### config.mk
export PLATFORM = sky130hd
export DESIGN_NAME = hy_riscv_fetch_issue
export DESIGN_NICKNAME = d
export VERILOG_FILES = /design/src/rtl/hy_riscv_pkg.sv /design/src/rtl/hy_riscv_next_pc.sv /design/src/rtl/hy_riscv_fetch_issue.sv
export SDC_FILE = /design/constraint.sdc
export NUM_CORES = 1
export LEC_CHECK = 0
export BUFFER_PORTS_ARGS = -buffer_cell sky130_fd_sc_hd__buf_2
export CORE_UTILIZATION = 45
export CTS_CLUSTER_SIZE = 12
export DETAILED_ROUTE_END_ITERATION = 8
export GPL_TIMING_DRIVEN = 0
export PLACE_DENSITY = 0.7
export SYNTH_ARGS = -nofsm -noshare
export SYNTH_HDL_FRONTEND = slang
export SYNTH_SLANG_ARGS = --single-unit
### constraint.sdc
create_clock -name clk -period 4.5 [get_ports clk]
set_input_delay 0.675 -clock clk [delete_from_list [all_inputs] [get_ports clk]]
set_output_delay 0.675 -clock clk [all_outputs]
set_load 0.02 [all_outputs]
### src/rtl/hy_riscv_pkg.sv
// Shared definitions for the hy_riscv front end: opcode constants, the
// fetch/issue state encoding, immediate extraction and the capture-stage
// decode used to classify a freshly read instruction word.
package hy_riscv_pkg;

    // Major opcodes (instruction bits [6:0])
    localparam logic [6:0] OP_BRANCH = 7'b1100011;
    localparam logic [6:0] OP_JAL    = 7'b1101111;
    localparam logic [6:0] OP_JALR   = 7'b1100111;
    localparam logic [6:0] OP_SYSTEM = 7'b1110011;
    localparam logic [6:0] OP_LOAD   = 7'b0000011;
    localparam logic [6:0] OP_STORE  = 7'b0100011;

    // Fetch/issue sequencer states
    typedef enum logic [2:0] {
        ST_IDLE    = 3'd0,
        ST_FETCH   = 3'd1,
        ST_CAPTURE = 3'd2,
        ST_ISSUE   = 3'd3,
        ST_RESOLVE = 3'd4,
        ST_HALTED  = 3'd5
    } fetch_state_e;

    // Outcome of inspecting a word in CAPTURE
    typedef enum logic [1:0] {
        DEC_ISSUE = 2'd0,
        DEC_HALT  = 2'd1,
        DEC_FAULT = 2'd2
    } capture_decode_e;

    // B-type immediate, sign-extended, bit 0 always zero
    function automatic logic [31:0] imm_b(input logic [31:0] instr);
        return {{20{instr[31]}}, instr[7], instr[30:25], instr[11:8], 1'b0};
    endfunction

    // J-type immediate, sign-extended, bit 0 always zero
    function automatic logic [31:0] imm_j(input logic [31:0] instr);
        return {{12{instr[31]}}, instr[19:12], instr[20], instr[30:21], 1'b0};
    endfunction

    // Classify a fetched word. SYSTEM and (optionally) all-zero words stop
    // the unit cleanly; compressed/illegal encodings and JALR (whose target
    // depends on a register value the front end never sees) are faults.
    function automatic capture_decode_e decode_word(input logic [31:0] instr,
                                                    input logic halt_on_zero);
        capture_decode_e result;
        result = DEC_ISSUE;
        if (instr[6:0] == OP_SYSTEM) begin
            result = DEC_HALT;
        end else if (halt_on_zero && (instr == 32'd0)) begin
            result = DEC_HALT;
        end else if (instr[1:0] != 2'b11) begin
            result = DEC_FAULT;
        end else if (instr[6:0] == OP_JALR) begin
            result = DEC_FAULT;
        end
        return result;
    endfunction

endpackage

### src/rtl/hy_riscv_next_pc.sv
// Combinational next-PC generation for the RESOLVE state: selects the
// increment (4, branch offset or jump offset), adds it to the current PC
// modulo 2^32 and flags a target that is not word aligned.
module hy_riscv_next_pc
    import hy_riscv_pkg::*;
(
    input  logic [31:0] pc,
    input  logic [31:0] instr,
    input  logic        branch_taken,
    output logic [31:0] next_pc,
    output logic        misaligned
);

    logic [31:0] offset;

    // Pick the PC increment from the issued opcode and the CPU's branch result
    always_comb begin
        offset = 32'd4;
        if (instr[6:0] == OP_JAL) begin
            offset = imm_j(instr);
        end else if ((instr[6:0] == OP_BRANCH) && branch_taken) begin
            offset = imm_b(instr);
        end
        next_pc    = pc + offset;
        misaligned = (next_pc[1:0] != 2'b00);
    end

endmodule

### src/rtl/hy_riscv_fetch_issue.sv
// Instruction fetch and issue front end for hy_riscv_cpu. Walks the PC
// through a 1-cycle synchronous instruction SRAM, pushes each legal word to
// the CPU, then uses the CPU's registered branch result to pick the next PC.
// One instruction takes four cycles: FETCH, CAPTURE, ISSUE, RESOLVE.
module hy_riscv_fetch_issue
    import hy_riscv_pkg::*;
#(
    parameter int IMEM_AW      = 10,
    parameter int HALT_ON_ZERO = 1
) (
    input  logic               clk,
    input  logic               reset_n,
    input  logic               start,
    input  logic [31:0]        boot_pc,
    input  logic               stop,
    output logic               imem_en,
    output logic [IMEM_AW-1:0] imem_addr,
    input  logic [31:0]        imem_rdata,
    output logic               push_ops,
    output logic [31:0]        opcode,
    input  logic               branch_taken,
    output logic [31:0]        pc,
    output logic               busy,
    output logic               halted,
    output logic               fault,
    output logic [31:0]        retired
);

    fetch_state_e    state_reg;
    fetch_state_e    state_next;

    logic [31:0]     pc_reg;
    logic [31:0]     opcode_reg;
    logic            push_ops_reg;
    logic            busy_reg;
    logic            halted_reg;
    logic            fault_reg;
    logic [31:0]     retired_reg;

    // Datapath controls produced by the sequencer
    logic            load_boot;
    logic            load_next;
    logic            set_fault;
    logic            load_opcode;
    logic            inc_retired;

    capture_decode_e capture_class;
    logic [31:0]     resolved_pc;
    logic            resolved_misaligned;

    // The opcode register doubles as the instruction register: it only takes
    // a new word when that word is going to be issued, so it stays stable
    // between pushes and RESOLVE always sees the instruction just issued.
    assign capture_class = decode_word(imem_rdata, HALT_ON_ZERO != 0);

    hy_riscv_next_pc u_next_pc (
        .pc           (pc_reg),
        .instr        (opcode_reg),
        .branch_taken (branch_taken),
        .next_pc      (resolved_pc),
        .misaligned   (resolved_misaligned)
    );

    // State register
    always_ff @(posedge clk or negedge reset_n) begin
        if (!reset_n) begin
            state_reg <= ST_IDLE;
        end else begin
            state_reg <= state_next;
        end
    end

    // Next-state logic and datapath control decode
    always_comb begin
        state_next  = state_reg;
        load_boot   = 1'b0;
        load_next   = 1'b0;
        set_fault   = 1'b0;
        load_opcode = 1'b0;
        inc_retired = 1'b0;
        case (state_reg)
            ST_IDLE, ST_HALTED: begin
                if (start) begin
                    load_boot = 1'b1;
                    if (boot_pc[1:0] != 2'b00) begin
                        set_fault  = 1'b1;
                        state_next = ST_HALTED;
                    end else begin
                        state_next = ST_FETCH;
                    end
                end
            end
            ST_FETCH: begin
                state_next = ST_CAPTURE;
            end
            ST_CAPTURE: begin
                case (capture_class)
                    DEC_ISSUE: begin
                        load_opcode = 1'b1;
                        state_next  = ST_ISSUE;
                    end
                    DEC_HALT: begin
                        state_next = ST_HALTED;
                    end
                    default: begin
                        set_fault  = 1'b1;
                        state_next = ST_HALTED;
                    end
                endcase
            end
            ST_ISSUE: begin
                inc_retired = 1'b1;
                state_next  = ST_RESOLVE;
            end
            ST_RESOLVE: begin
                if (resolved_misaligned) begin
                    set_fault  = 1'b1;
                    state_next = ST_HALTED;
                end else begin
                    load_next  = 1'b1;
                    state_next = stop ? ST_IDLE : ST_FETCH;
                end
            end
            default: begin
                state_next = ST_IDLE;
            end
        endcase
    end

    // Registered datapath and status outputs; status flags are computed
    // from the next state so they line up with the state they describe.
    always_ff @(posedge clk or negedge reset_n) begin
        if (!reset_n) begin
            pc_reg       <= 32'd0;
            opcode_reg   <= 32'd0;
            push_ops_reg <= 1'b0;
            busy_reg     <= 1'b0;
            halted_reg   <= 1'b0;
            fault_reg    <= 1'b0;
            retired_reg  <= 32'd0;
        end else begin
            if (load_boot) begin
                pc_reg <= boot_pc;
            end else if (load_next) begin
                pc_reg <= resolved_pc;
            end

            if (load_boot) begin
                fault_reg <= set_fault;
            end else if (set_fault) begin
                fault_reg <= 1'b1;
            end

            if (load_boot) begin
                retired_reg <= 32'd0;
            end else if (inc_retired) begin
                retired_reg <= retired_reg + 32'd1;
            end

            if (load_opcode) begin
                opcode_reg <= imem_rdata;
            end

            push_ops_reg <= (state_next == ST_ISSUE);
            busy_reg     <= (state_next == ST_FETCH)   || (state_next == ST_CAPTURE) ||
                            (state_next == ST_ISSUE)   || (state_next == ST_RESOLVE);
            halted_reg   <= (state_next == ST_HALTED);
        end
    end

    // SRAM request is decoded directly from state and PC so the read is
    // launched in FETCH and its data is present in CAPTURE.
    assign imem_en   = (state_reg == ST_FETCH);
    assign imem_addr = pc_reg[IMEM_AW+1:2];

    assign push_ops  = push_ops_reg;
    assign opcode    = opcode_reg;
    assign pc        = pc_reg;
    assign busy      = busy_reg;
    assign halted    = halted_reg;
    assign fault     = fault_reg;
    assign retired   = retired_reg;

endmodule

==> impl_metrics.env, run 1 <==
export IMPL_cts_sinks=103
export IMPL_cp_start_kind="flop"
export IMPL_ir_drop_mv=0.426
export IMPL_fillers=1362
export IMPL_drv_slew=0
export IMPL_drtPass1Iterations=5
export IMPL_rows=43
export IMPL_path_clk_slew_ns=0.07
export IMPL_synthTopCellsByArea="dfrtp_1 (40%), nand2_1 (9.3%), ha_1 (6.2%)"
export IMPL_clock_skew_ns=0.00840
export IMPL_syn_area_um2=6470
export IMPL_crit_path_end_kind="flop"
export IMPL_relSlewSlack_pct=47.5
export IMPL_area_growth_pct=22.7
export IMPL_design_core_area_um2=13900
export IMPL_cts_tree="done"
export IMPL_cts_htree_levels=3
export IMPL_groute_usage_overall_pct=25.7
export IMPL_crit_type="reg2reg"
export IMPL_hp_class="in2async"
export IMPL_cap_violations=0
export IMPL_worst_slew_pin_slew_ns=0.788
export IMPL_grt_max_degree=61
export IMPL_drc_errors=0
export IMPL_dpl_cell_area_um2=7620
export IMPL_hold_viol_final=0
export IMPL_clk_insertion_delay_late_ns=0.36
export IMPL_synth_edf_count=0
export IMPL_cts_resized=0
export IMPL_final_common_cell="buf_2"
export IMPL_cts_made_buffers=9
export IMPL_io_buffers=179
export IMPL_status="finished clean"
export IMPL_die_h_um=122
export IMPL_rsz0062_at_grt="false"
export IMPL_die_area_um2=14900
export IMPL_synth_fp_nets=884
export IMPL_yosys_area_top_type="dfrtp_1"
export IMPL_synth_warnings=0
export IMPL_leakagePower_nw=4.04
export IMPL_finalSetupViolCount=0
export IMPL_r2r_setup_slack_ns=0.41
export IMPL_initial_core_util_pct=46.4
export IMPL_yosysSeqAreaShare_pct=39.8
export IMPL_ys_ff_latch=103
export IMPL_ys_flop_type="dfrtp_1"
export IMPL_finalInstanceArea_um2=7940
export IMPL_num_nets_final=1075
export IMPL_place_gp_congestion=0.913
export IMPL_dp_hpwl_um=14000
export IMPL_via_per_inst=5.26
export IMPL_tns_ns=0
export IMPL_antenna_left=0
export IMPL_ys_async_sr_fraction_pct=100
export IMPL_wl_per_cell_um=15.9
export IMPL_power_density_nw_per_um2=594
export IMPL_vias=6079
export IMPL_period_needed_ns=4.09
export IMPL_synth_top_area_share_pct=39.8
export IMPL_ff_latch_area_um2=2580
export IMPL_cp_max_fo=10
export IMPL_grt_remaining_overflow=0
export IMPL_drt_initial_drc_count=340
export IMPL_multi_input_area_um2=3630
export IMPL_layout_common_cells="buf_2 (182), nand2_1 (161), dfrtp_1 (103)"
export IMPL_fmax_mhz=245
export IMPL_cts_buffer_depth=2
export IMPL_drive_gt1_share_pct=22.3
export IMPL_grt_pass1_vias=5805
export IMPL_netlist_instances=782
export IMPL_n_antenna_cell=0
export IMPL_die_w_um=122
export IMPL_cts_setup_buffers=0
export IMPL_critPathArrivalTime_ns=4.31
export IMPL_layout_worst_path_cycle_share_pct=90.8
export IMPL_ios=180
export IMPL_routed_wl_um=18300
export IMPL_postCtsHoldBufs=0
export IMPL_grt_pass1_wl_um=29400
export IMPL_ys_types=56
export IMPL_cp_required_ns=4.72
export IMPL_synth_avg_cell_area_um2=8.27
export IMPL_antenna_found_initial=1
export IMPL_cts_root_buf="clkbuf_16"
-- path summary, 6_finish.rpt --
| kind | from | endpoint | depth (start not counted) |
|---|---|---|---|
| hold reg to reg | opcode[16]$_DFFE_PN0P_ | opcode[16]$_DFFE_PN0P_ | 2 |
| hold / removal | reset_n | push_ops$_DFF_PN0_ | 1 |
| setup reg to reg | opcode[1]$_DFFE_PN0P_ | pc[25]$_DFFE_PN0P_ | 17 |
| min in group clk | opcode[16]$_DFFE_PN0P_ | opcode[16]$_DFFE_PN0P_ | 2 |
| setup / recovery | opcode[1]$_DFFE_PN0P_ | pc[25]$_DFFE_PN0P_ | 17 |
| max in group asynchronous | reset_n | retired[28]$_DFFE_PN0P_ | 2 |
-- critical path: stages, from the launching register on --
cell	delay [ns]
dfrtp_1	0.38
nand4_1	0.12
nor2_1	0.16
and2_1	0.14
clkbuf_1	0.28
clkbuf_2	0.31
mux2i_1	0.26
nand2_1	0.12
fa_1	0.47
a21o_1	0.22
and4_1	0.21
o21ai_1	0.24
nand3_1	0.20
and3_1	0.26
a21oi_2	0.21
o31ai_1	0.12
xnor2_1	0.19
o21ai_1	0.07
-- power breakdown --
part | leakage [nW] | switching [mW] | internal, mW | total, mW
clock | 0.155 | 0.359 | 0.501 | 0.860
combinational | 2.56 | 1.53 | 0.829 | 2.36
sequential | 1.32 | 0.273 | 1.22 | 1.50
total | 4.04 | 2.16 | 2.55 | 4.72
-- through the flow --
stage	power [mW]	setup slack [ns]	instances	hold WS [ns]	util [%]
finish	4.72	0.412	1156	0.396	57.0
global route	5.05	0.0744	1156	0.458	57.0
CTS	4.73	0.300	1156	0.427	57.0
detailed placement	3.86	0.291	1142	0.492	54.7
global placement	3.83	0.319	1141	0.484	54.5
floorplan	3.07	0.881	782	0.379	-
-- cells in the mapped netlist, drive strengths merged, types with 5 or more instances --
master / count
nand2: 161
dfrtp: 103
nor2: 84
a21oi: 73
o21ai: 46
xor2: 35
ha: 32
clkbuf: 31
nand3: 24
xnor2: 21
buf: 16
a21o: 14
and2: 14
inv: 11
nand4: 11
a22oi: 9
and3: 9
a31oi: 8
mux2i: 8
nor3: 8
nand2b: 7
nor4: 7
nor2b: 5
-- metal layers --
| layer | GRT usage, % | routed length, um | vias to the layer above |
|---|---|---|---|
| met1 | 35.8 | 8460 | 2833 |
| li1 | - | - | 3066 |
| met3 | 6.23 | 1110 | 21 |
| met2 | 39.8 | 8470 | 157 |
| met4 | 7.02 | 285 | 2 |
| met5 | 0 | 8 | - |
-- cells by family (layout without fill, tap and decap cells) --
logic type	after synthesis	after routing	share of synthesized area (%)
compound gates	181	181	17.3
xor+xnor	56	56	7.58
fa+ha+maj	33	33	6.50
buf+inv	58	252	4.02
flops	103	103	39.8
mux	8	8	1.24
simple gates	343	343	23.5
-- area by class of cell --
| class | instances | area share (%) |
|---|---|---|
| multi-input cells | 621 | 45.8 |
| repair buffers | 180 | 11.7 |
| flip-flops and latches | 103 | 32.5 |
| plain buffers | 47 | 2.77 |
| clock buffers | 10 | 3.01 |
| clock inverters | 4 | 0.977 |
| well taps | 180 | 2.84 |
| inverters | 11 | 0.520 |
(Power assumes the default switching activity.)
==> run 2: changes to the inputs <==
--- a/config.mk
+++ b/config.mk
@@ -5,12 +5,13 @@
 export SDC_FILE = /design/constraint.sdc
 export NUM_CORES = 1
 export LEC_CHECK = 0
+export ABC_AREA = 1
 export BUFFER_PORTS_ARGS = -buffer_cell sky130_fd_sc_hd__buf_2
 export CORE_UTILIZATION = 45
 export CTS_CLUSTER_SIZE = 12
 export DETAILED_ROUTE_END_ITERATION = 8
 export GPL_TIMING_DRIVEN = 0
-export PLACE_DENSITY = 0.7
+export PLACE_DENSITY = 0.68
 export SYNTH_ARGS = -nofsm -noshare
 export SYNTH_HDL_FRONTEND = slang
 export SYNTH_SLANG_ARGS = --single-unit
==> impl_metrics.env, run 2 <==
export IMPL_via_per_inst=5.04
export IMPL_multi_input_area_um2=4370
export IMPL_fmax_mhz=283
export IMPL_drt_initial_drc_count=533
export IMPL_grt_pass1_wl_um=39200
export IMPL_path_clk_slew_ns=0.07
export IMPL_clock_skew_ns=0.0118
export IMPL_rows=48
export IMPL_grt_pass1_vias=7762
export IMPL_cpLargestDelayFamily="simple AND/OR/NAND/NOR gates"
export IMPL_period_needed_ns=3.53
export IMPL_ys_types=45
export IMPL_cp_cell_sequence="nand2_1, nor2_1, nand2_1, clkbuf_1, o21ai_0, inv_1, ha_1, fa_1, nand3_1, nand3_1, nand3_1, nand3_1, nand3_1, nand2_1, nand2_1, nand3_1, nand2_1, nand2_1"
export IMPL_layout_common_cells="nand2_1 (455), inv_1 (189), buf_2 (188)"
export IMPL_cts_buffer_depth=2
export IMPL_final_common_cell="nand2_1"
export IMPL_grt_max_degree=60
export IMPL_syn_area_um2=7910
export IMPL_cp_max_fo=10
export IMPL_die_w_um=135
export IMPL_cts_made_buffers=9
export IMPL_crit_path_end_kind="flop"
export IMPL_io_buffers=179
export IMPL_antenna_found_initial=0
export IMPL_cts_root_buf="clkbuf_16"
export IMPL_ys_ff_latch=103
export IMPL_cpPeakStageDelay_ns=0.44
export IMPL_antenna_left=0
export IMPL_cts_resized=0
export IMPL_cts_sinks=103
export IMPL_grt_remaining_overflow=0
export IMPL_postCtsHoldBufs=0
export IMPL_drc_errors=0
export IMPL_ios=180
export IMPL_final_core_util_pct=54.8
export IMPL_leakagePower_nw=5.60
export IMPL_synth_top_area_share_pct=32.6
export IMPL_cp_start_kind="flop"
export IMPL_rsz0062_at_grt="false"
export IMPL_fillers=1821
export IMPL_die_h_um=135
export IMPL_hold_slack_ns=0.389
export IMPL_synth_fp_nets=1346
export IMPL_setup_ws_ns=0.970
export IMPL_cp_required_ns=4.75
export IMPL_num_nets_final=1537
export IMPL_ys_async_sr_fraction_pct=100
export IMPL_ir_drop_mv=0.272
export IMPL_cts_tree="done"
export IMPL_netlist_instances=1244
export IMPL_place_gp_congestion=0.933
export IMPL_drv_slew=0
export IMPL_dp_hpwl_um=19700
export IMPL_die_area_um2=18100
export IMPL_ys_flop_type="dfrtp_1"
export IMPL_ff_latch_area_um2=2580
export IMPL_critPathArrivalTime_ns=3.78
export IMPL_area_growth_pct=19.4
export IMPL_layout_worst_path_cycle_share_pct=78.4
export IMPL_yosysSeqAreaShare_pct=32.6
export IMPL_synth_warnings=0
export IMPL_finalSetupViolCount=0
export IMPL_initial_core_util_pct=45.9
export IMPL_cts_setup_buffers=0
export IMPL_n_antenna_cell=0
export IMPL_cts_htree_levels=3
export IMPL_synth_edf_count=0
export IMPL_hold_viol_final=0
export IMPL_routed_wl_um=24300
export IMPL_slowest_stage="fa_1"
export IMPL_crit_type="reg2reg"
export IMPL_vias=8394
export IMPL_clk_insertion_delay_late_ns=0.36
export IMPL_cap_violations=0
export IMPL_worst_slew_pin_slew_ns=0.779
export IMPL_status="finished clean"
export IMPL_cp_buffers_inverters=2
export IMPL_yosysMostFrequentCell="nand2_1"
export IMPL_design_core_area_um2=17200
export IMPL_yosys_area_top_type="dfrtp_1"
export IMPL_wl_per_cell_um=14.6
export IMPL_drtPass1Iterations=5
export IMPL_synthTopCellsByArea="dfrtp_1 (33%), nand2_1 (22%), inv_1 (9.0%)"
export IMPL_synthTopCellsByCount="nand2_1 (455), inv_1 (189), nor2_1 (134)"
export IMPL_tns_ns=0
export IMPL_dp_slack_ns=1.05
export IMPL_power_density_nw_per_um2=564
export IMPL_hp_class="in2async"
export IMPL_synth_avg_cell_area_um2=6.36
export IMPL_relSlewSlack_pct=48.1
export IMPL_groute_usage_overall_pct=27.9
export IMPL_drive_gt1_share_pct=17.6
==> run 2: cell count changes after synthesis, sizes merged, moves of 12 or more <==
cell | previous run | this run
nand2 | 161 | 457
inv | 11 | 195
nor2 | 84 | 141
nand3 | 24 | 77
a21oi | 73 | 28
clkbuf | 31 | 7
xor2 | 35 | 11
nor3 | 8 | 29
o21ai | 46 | 66
nand4 | 11 | 29
xnor2 | 21 | 5
and2 | 14 | 2
==> run 2: path summary, 6_finish.rpt <==
kind,cells past startpoint,endpoint,slack [ns],startpoint
worst max-delay path,18,pc[21]$_DFFE_PN0P_,0.97,opcode[6]$_DFFE_PN0P_
worst min-delay path,1,opcode[5]$_DFFE_PN0P_,0.39,reset_n
worst max register to register,18,pc[21]$_DFFE_PN0P_,0.97,opcode[6]$_DFFE_PN0P_
worst min register to register,2,opcode[8]$_DFFE_PN0P_,0.51,opcode[8]$_DFFE_PN0P_
max in group asynchronous,2,pc[21]$_DFFE_PN0P_,3.41,reset_n
min in group clk,2,opcode[8]$_DFFE_PN0P_,0.51,opcode[8]$_DFFE_PN0P_
==> run 2: cell families (layout without fill, tap and decap cells) <==
logic type / after synthesis / after routing / synth area share, %
adder cells (fa/ha/maj): 33 / 33 / 5.32
flip-flops: 103 / 103 / 32.6
AO/OA/AOI/OAI: 113 / 113 / 8.02
buffers and inverters: 230 / 425 / 12.1
AND/OR/NAND/NOR: 749 / 749 / 40.2
XOR/XNOR: 16 / 16 / 1.77
==> run 2: per-stage QoR <==
step / instances / total power, mW / cell area, um^2
3_3_place_gp: 1648 / 4.41 / 9080
5_1_grt: 1664 / 5.76 / 9440
2_1_floorplan: 1244 / 3.50 / 7910
4_1_cts: 1664 / 5.35 / 9440
6_report: 1664 / 5.33 / 9440
3_5_place_dp: 1649 / 4.46 / 9110
==> run 2: layout make-up <==
cell class	instances	share of cell area [%]
clock inverters	4	0.808
flip-flops and latches	103	27.3
inverters	196	7.80
multi-input cells	911	46.3
plain buffers	34	2.32
well taps	225	2.98
clock buffers	11	2.68
repair buffers	180	9.81
==> run 2: report_power, final <==
group / total [mW] / internal (mW) / switching [mW]
logic: 2.81 / 0.966 / 1.84
clock network: 0.894 / 0.518 / 0.376
registers: 1.62 / 1.28 / 0.345
==> run 2: metal layers <==
metal,track usage (%),part of all wire (%),vias up,wire length [um]
met5,0,0,-,0
met4,8.68,1.9,0,461
met3,3.12,4.5,30,1090
met2,46.7,47,226,11400
met1,37.7,47,3862,11400
li1,-,-,4276,-
==> run 3: changes to the inputs <==
==> constraint.sdc (replaced) <==
create_clock -name clk -period 3.5 [get_ports clk]
set_input_delay 0.525 -clock clk [delete_from_list [all_inputs] [get_ports clk]]
set_output_delay 0.525 -clock clk [all_outputs]
set_load 0.02 [all_outputs]
==> impl_metrics.env, run 3 (synthesis results as in run 2) <==
export IMPL_period_needed_ns=3.15
export IMPL_antenna_found_initial=0
export IMPL_rows=48
export IMPL_hp_class="in2async"
export IMPL_hold_viol_final=0
export IMPL_clock_skew_ns=0.0103
export IMPL_cp_start_kind="flop"
export IMPL_slowest_stage="fa_1"
export IMPL_cpPeakStageDelay_ns=0.44
export IMPL_critPathArrivalTime_ns=3.40
export IMPL_wl_per_cell_um=14.6
export IMPL_die_area_um2=18100
export IMPL_drc_errors=0
export IMPL_initial_core_util_pct=45.9
export IMPL_drtPass1Iterations=5
export IMPL_hold_slack_ns=0.243
export IMPL_layout_worst_path_cycle_share_pct=90.0
export IMPL_cts_htree_levels=3
export IMPL_drv_slew=0
export IMPL_path_clk_slew_ns=0.07
export IMPL_r2r_setup_slack_ns=0.35
export IMPL_drive_gt1_share_pct=18.0
export IMPL_groute_usage_overall_pct=27.9
export IMPL_fmax_mhz=318
export IMPL_cts_tree="done"
export IMPL_tns_ns=0
export IMPL_die_w_um=135
export IMPL_leakagePower_nw=5.61
export IMPL_cts_buffer_depth=2
export IMPL_grt_max_degree=60
export IMPL_cp_required_ns=3.75
export IMPL_n_antenna_cell=0
export IMPL_cts_root_buf="clkbuf_16"
export IMPL_cpLargestDelayFamily="simple AND/OR/NAND/NOR gates"
export IMPL_layout_common_cells="nand2_1 (454), inv_1 (189), buf_2 (188)"
export IMPL_clk_insertion_delay_late_ns=0.36
export IMPL_ios=180
export IMPL_grt_remaining_overflow=0
export IMPL_fillers=1824
export IMPL_rsz0062_at_grt="false"
export IMPL_final_common_cell="nand2_1"
export IMPL_cp_cell_sequence="nand2_1, nor2_2, nand2_2, clkbuf_2, o21ai_2, inv_1, ha_1, fa_1, nand3_1, nand3_1, nand3_1, nand3_1, nand3_1, nand2_1, nand2_1, nand3_1, nand2_1, nand2_1"
export IMPL_cts_resized=0
export IMPL_area_growth_pct=19.7
export IMPL_cts_sinks=103
export IMPL_antenna_left=0
export IMPL_power_density_nw_per_um2=724
export IMPL_cp_buffers_inverters=2
export IMPL_status="finished clean"
export IMPL_cpMostUsedCell="nand3_1"
export IMPL_worst_slew_pin_slew_ns=0.780
export IMPL_die_h_um=135
export IMPL_grt_pass1_vias=7762
export IMPL_cts_made_buffers=9
export IMPL_vias=8379
export IMPL_cts_setup_buffers=0
export IMPL_place_gp_congestion=0.933
export IMPL_grt_pass1_wl_um=39200
export IMPL_multi_input_area_um2=4390
export IMPL_cp_max_fo=10
export IMPL_io_buffers=179
export IMPL_postCtsHoldBufs=0
export IMPL_via_per_inst=5.04
export IMPL_crit_type="reg2reg"
export IMPL_routed_wl_um=24300
export IMPL_cap_violations=0
export IMPL_finalSetupViolCount=0
export IMPL_relSlewSlack_pct=48.0
export IMPL_dp_hpwl_um=19700
export IMPL_design_core_area_um2=17200
export IMPL_crit_path_end_kind="flop"
export IMPL_drt_initial_drc_count=538
export IMPL_num_nets_final=1537
export IMPL_ff_latch_area_um2=2580
export IMPL_ir_drop_mv=0.350
==> run 3: cell counts in the layout (fill, tap and decap cells not counted) <==
Identical to the previous run, type by type.
==> run 3: power by group <==
part | internal [mW] | switching [mW]
logic | 1.24 | 2.38
registers | 1.64 | 0.449
clock network | 0.666 | 0.479
==> run 3: layout make-up <==
cell class                 count  area share, %
tap                          225           2.98
multi-input combinational    911           46.4
buffer                        34           2.33
inverter                     196           7.79
timing repair buffer         180           9.78
clock inverter                 4          0.807
clock buffer                  11           2.67
sequential                   103           27.2
==> run 3: final timing paths <==
kind	depth (start not counted)	startpoint	to
worst min register to register	2	opcode[8]$_DFFE_PN0P_	opcode[8]$_DFFE_PN0P_
max in group asynchronous	2	reset_n	pc[21]$_DFFE_PN0P_
worst max-delay path	18	opcode[5]$_DFFE_PN0P_	pc[21]$_DFFE_PN0P_
min in group clk	3	imem_rdata[11]	opcode[11]$_DFFE_PN0P_
worst max register to register	18	opcode[5]$_DFFE_PN0P_	pc[21]$_DFFE_PN0P_
worst min-delay path	1	reset_n	opcode[5]$_DFFE_PN0P_
==> run 3: routing by layer <==
metal	up-vias	wire, um	GRT usage (%)
met4	0	457	8.68
met1	3844	11400	37.7
met3	31	1080	3.12
met2	227	11400	46.7
li1	4277	-	-
met5	-	0	0
==> run 3: worst register-to-register path, stage by stage, from the launching register on <==
cell and delay [ns]:
dfrtp_1 0.38, nand2_1 0.07, nor2_2 0.17, nand2_2 0.16, clkbuf_2 0.22, o21ai_2 0.20, inv_1 0.07, ha_1 0.25
fa_1 0.44, nand3_1 0.11, nand3_1 0.16, nand3_1 0.12, nand3_1 0.20, nand3_1 0.18, nand2_1 0.07, nand2_1 0.06
nand3_1 0.06, nand2_1 0.07, nand2_1 0.04
==> run 3: per-stage QoR <==
stage | power, mW | setup WS, ns | instance area [um^2] | std cells | utilization, %
after global routing | 7.41 | 0.0184 | 9460 | 1664 | 54.9
after CTS | 6.88 | 0.0141 | 9440 | 1664 | 54.8
final | 6.85 | 0.351 | 9460 | 1664 | 54.9
after global placement | 5.67 | 0.0663 | 9080 | 1648 | 52.7
after floorplan | 4.50 | 0.758 | 7910 | 1244 | -
after detailed placement | 5.73 | 0.0472 | 9110 | 1649 | 52.9
